<file path="src/rtl/control.sv">
`default_nettype none
// ============================================================================
// Module   : control
// Purpose  : Combinational SCAMP microinstruction decoder driving bus enables,
//            load strobes, sequencer controls, jump enables and ALU flags.
// Revision : 1.0 - initial release
// ============================================================================
module control (
    input  logic        clk,
    input  logic        reset,
    input  logic [15:0] uinstr,
    output logic        EO_bar,
    output logic        PO_bar,
    output logic        IOH_bar,
    output logic        IOL_bar,
    output logic        RO,
    output logic        XO_bar,
    output logic        YO_bar,
    output logic        DO,
    output logic        RT,
    output logic        PP,
    output logic        MI,
    output logic        II_bar,
    output logic        RI,
    output logic        XI_bar,
    output logic        YI_bar,
    output logic        DI,
    output logic        JC,
    output logic        JZ,
    output logic        JGT,
    output logic        JLT,
    output logic [5:0]  ALU_flags
);

    // The decode has no state; the clock and reserved low bits are not consumed.
    logic w_unused;
    assign w_unused = ^{clk, uinstr[1:0]};

    always_comb begin
        EO_bar    = 1'b1;
        PO_bar    = 1'b1;
        IOH_bar   = 1'b1;
        IOL_bar   = 1'b1;
        RO        = 1'b0;
        XO_bar    = 1'b1;
        YO_bar    = 1'b1;
        DO        = 1'b0;
        RT        = 1'b0;
        PP        = 1'b0;
        MI        = 1'b0;
        II_bar    = 1'b1;
        RI        = 1'b0;
        XI_bar    = 1'b1;
        YI_bar    = 1'b1;
        DI        = 1'b0;
        JC        = 1'b0;
        JZ        = 1'b0;
        JGT       = 1'b0;
        JLT       = 1'b0;
        ALU_flags = 6'd0;

        if (!reset) begin
            EO_bar    = uinstr[15];
            ALU_flags = uinstr[14:9];

            // Bits 14:10 double as bus-source select and RT/PP when the ALU is off the bus.
            if (uinstr[15]) begin
                RT = uinstr[11];
                PP = uinstr[10];
                case (uinstr[14:12])
                    3'd0:    PO_bar  = 1'b0;
                    3'd1:    IOH_bar = 1'b0;
                    3'd2:    IOL_bar = 1'b0;
                    3'd3:    RO      = 1'b1;
                    3'd4:    XO_bar  = 1'b0;
                    3'd5:    YO_bar  = 1'b0;
                    3'd6:    DO      = 1'b1;
                    default: ;
                endcase
            end

            case (uinstr[8:6])
                3'd1:    MI     = 1'b1;
                3'd2:    II_bar = 1'b0;
                3'd3:    RI     = 1'b1;
                3'd4:    XI_bar = 1'b0;
                3'd5:    YI_bar = 1'b0;
                3'd6:    DI     = 1'b1;
                default: ;
            endcase

            JC  = uinstr[5];
            JZ  = uinstr[4];
            JGT = uinstr[3];
            JLT = uinstr[2];
        end
    end

endmodule
`default_nettype wire

</file>
<file path="config.mk">
export PLATFORM = sky130hd
export DESIGN_NAME = control
export DESIGN_NICKNAME = d
export VERILOG_FILES = /design/src/rtl/control.sv
export SDC_FILE = /design/constraint.sdc
export NUM_CORES = 1
export LEC_CHECK = 0
export CAP_MARGIN = 10
export CORE_AREA = 2 2 39 41
export DETAILED_ROUTE_END_ITERATION = 8
export DIE_AREA = 0 0 41 43
export MAX_ROUTING_LAYER = met4
export PLACE_DENSITY = 0.72
export SYNTH_ARGS = -nofsm -noshare
export SYNTH_HDL_FRONTEND = slang
export SYNTH_SLANG_ARGS = --single-unit
</file>
<file path="constraint.sdc">
create_clock -name vclk -period 0.8
set_input_delay 0.08 -clock vclk [all_inputs]
set_output_delay 0.08 -clock vclk [all_outputs]
set_load 0.01 [all_outputs]
</file>
# Word level (Yosys, flattened, before mapping)
# Cells that the tools add are included.
# classes
muxes	43
n_eq_ne	12
n_reduce_logical	1
# op_table
operator	count
two-way mux 1 bit	42
== test 3 bit (second input constant)	6
== test 3 x 2 -> 1 bit (second input constant)	4
== test 3 x 1 -> 1 bit (second input constant)	2
two-way mux 6 bit	1
zero test 3 bit	1
# word_totals
wordCells	56
inputBits	18
reg_bits	0

# Logic depth before layout (Yosys ltp)
# depth
word_depth	4
depth_mapped	3

# Least setup slack after synthesis
# No wires, ideal clock.
# synth_timing
path_kind	input port to output port
from	input port reset
to	output port MI
arrival_ps	716
setup_slack_ps	4
path_buffers	1
required_ps	720
stages	2
path_cell_list	clkbuf_2 nor4b_1
# synth_between
elab_chain_len	1
# synth_lines
item	line_no	source
from (decl)	10	input logic reset,
two-way mux 1 bit	62	if (!reset) begin
to (decl)	22	output logic MI,
# Every way passes these cells.

# Worst setup path after layout
# layout_timing
from	input port reset
to	output port XI_bar
# layout_between
elab_chain_len	1
# layout_lines
item	line_no	source
two-way mux 1 bit	62	
to (decl)	25	output logic XI_bar,
# Every way passes these cells.

==> flow_summary.ini <==
[clock_network]
cts_hold_buffers = 0

[power_and_ir_drop]
vdd_drop_max_mv = 0.163
leakage_nw = 0.371
power.density_nw_per_um2 = 434

[synthesis]
synth_nets = 50
post_synthesis_sequential_area_ratio = 0
mappedNetlistArea_um2 = 223
synth_largest_type_area_fraction = 0.157
synth.largest_area_cell = and2b_2
yosys-top-cells-count = and2b_1 (4), and2b_2 (4), nand3_1 (3), nor2b_1 (3)
synth.lib_cells_used.distinct = 17
ys_warn_count = 0
post_synth_inst_count = 32
synthTopCellsByArea = and2b_2 (16%), and2b_1 (13%), nor2b_1 (8.4%)
avgSynthCellArea_um2 = 6.96

[worst_setup_path]
timing.critical_path.arrival_ns = 0.90
critPathMaxStageDelay_ns = 0.45
worstPathCellList = buf_8 -> buf_6 -> or4b_1 -> buf_2
worstSetupPathType = input port to output port
worstSetupEndpointType = output port
largest_driver_fanout_on_the_critical_path = 5
critical_path.slowest_cell = or4b_1
critical_path_required_ns = 0.72
startpoint_type = input port

[timing]
setup_total_negative_slack_ns = -0.897
timing.final.crit_period_ns = 0.980
timing.fmax_ghz = 1.02
timing_hold_violations_final = 0
final_clock_period_utilization_by_the_worst_path = 1.23
final-max-slew-violation-count = 0
finalSetupViolations = 16
timing.final.ws_setup_ns = -0.180
timing_worst_slew_pin_value_ns = 0.198
rsz0062_at_grt = true
maxSlewHeadroom = 0.868

[placed_design]
dp_hpwl_um = 850
finalWeightedCongestion = 0.599
place_inst = 96
port-buffer-count = 41
pre_cts_slack_ns = -0.994

[grt]
antenna_found_initial = 0
gr_ovfl_total = 0
first_pass_grt_wire_length_um = 1620
grt.total_usage = 0.125
pin_count_of_the_biggest_net_entering_global_routing = 8
via_count_of_the_first_global_routing_pass = 391

[cells_and_area]
design.seq.count = 0
combined_area_of_the_multi_input_logic_cells_um2 = 275
layout.core_utilization = 0.525
diodes = 0
nFillCells = 151
areaGrowthSynthToFinish_pct = 226
ff_latch_area_um2 = 0
finalNonFillerCells = 101
clockBufferCount = 0
layout.nets = 105
final_layout_size_suffix_gt1_frac = 0.718

[hold_path]
worstHoldEndpoint = MI
min_path_type = input port to output port
hold_path_depth = 3
timing.hold.worst.start = uinstr[7]

[detailed_routing]
post_drt_wl_per_cell_um = 10.6
detailedRoute.firstPassIterationCount = 1
finalWirelength_um = 1070
drc = 0
detail_route.vias_per_cell = 4.37
detail-route-antenna-nets = 0
via_count = 441
drt_first_iter_violations = 0

[status]
violated_checks = negative setup slack
result_of_the_run = finished with violations

[floorplanning]
io-pin-count = 44
num_rows = 14
floorplan.initialDensity = 0.161
core_region_area_um2 = 1380
floorplan.die_area_um2 = 1760
die_h_um = 43
die_width_um = 41

[flow_run]
max-cap-violations = 0
-- worst max path at each step --
| stage | from | end | slack [ns] | cells past startpoint |
|---|---|---|---|---|
| finish | reset | XI_bar | -0.18 | 4 |
| detailed placement | reset | RO | -0.99 | 5 |
| CTS | reset | XI_bar | -0.18 | 4 |
| global placement | reset | XI_bar | -0.95 | 4 |
| floorplan | reset | MI | 0.004 | 2 |
| global route | reset | XI_bar | -0.22 | 4 |
-- kinds of logic after synthesis --
family                 synth area share
buffers and inverters            0.0225
and+or+nand+nor                   0.978
-- layout make-up --
cell class / instances / share of cell area
multi-input cells: 31 / 0.379
well taps: 16 / 0.0275
repair buffers: 54 / 0.594
-- routing by layer --
layer | track usage | up-vias | part of all wire
met5 | - | - | 0
met4 | 0 | 0 | 0
met3 | 0.0105 | 0 | 0.15
met2 | 0.247 | 29 | 0.54
met1 | 0.130 | 192 | 0.31
li1 | - | 220 | -
-- worst max-delay path, delay by kind of cell --
| kind | cells | cell delay, ns |
|---|---|---|
| buffers and inverters | 3 | 0.36 |
| AND/OR/NAND/NOR | 1 | 0.45 |
-- report_power, final --
part / switching (W) / internal (W) / total (W)
clock network: 0 / 0 / 0
logic: 0.000127 / 0.000189 / 0.000315
registers: 0 / 0 / 0
total: 0.000127 / 0.000189 / 0.000315
-- placed cells by master (no fill, tap or decap) --
cell / Yosys / routed
and2_1: 2 / 1
and2_4: 0 / 1
and2b_1: 4 / 4
and2b_2: 4 / 4
and3_1: 1 / 1
and4bb_2: 1 / 1
buf_2: 0 / 24
buf_4: 0 / 4
buf_6: 0 / 14
buf_8: 0 / 1
clkdlybuf4s15_1: 0 / 2
clkdlybuf4s15_2: 0 / 4
dlygate4sd2_1: 0 / 5
nand2_1: 2 / 1
nand2_2: 0 / 1
nand3_1: 3 / 2
nand3_2: 0 / 1
nand3b_1: 2 / 2
nand4bb_1: 1 / 1
nor2_1: 2 / 2
nor2b_1: 3 / 2
nor2b_4: 0 / 1
nor3_4: 0 / 1
nor3b_2: 0 / 1
nor4b_2: 0 / 1
nor4b_4: 0 / 1
or2_4: 0 / 1
or4b_1: 1 / 1
-- repair_timing --
| item | 4_1_cts | 5_1_grt |
|---|---|---|
| resized for setup | 164 | 7 |
| buffers inserted | 4 | 1 |
| endpoints found under the setup margin | 26 | 18 |
| pin swaps | 10 | 4 |
| cloned | 0 | 0 |
-- stage by stage --
| step | instance area, um^2 | hold WS (ns) | power [W] |
|---|---|---|---|
| floorplan | 223 | 0.209 | 0.0000888 |
| global route | 727 | 0.473 | 0.000339 |
| detailed placement | 708 | 1.14 | 0.000305 |
| finish | 727 | 0.464 | 0.000315 |
| global placement | 708 | 1.14 | 0.000300 |
| CTS | 712 | 0.464 | 0.000305 |
No activity file was read; power rests on OpenSTA's default activity.
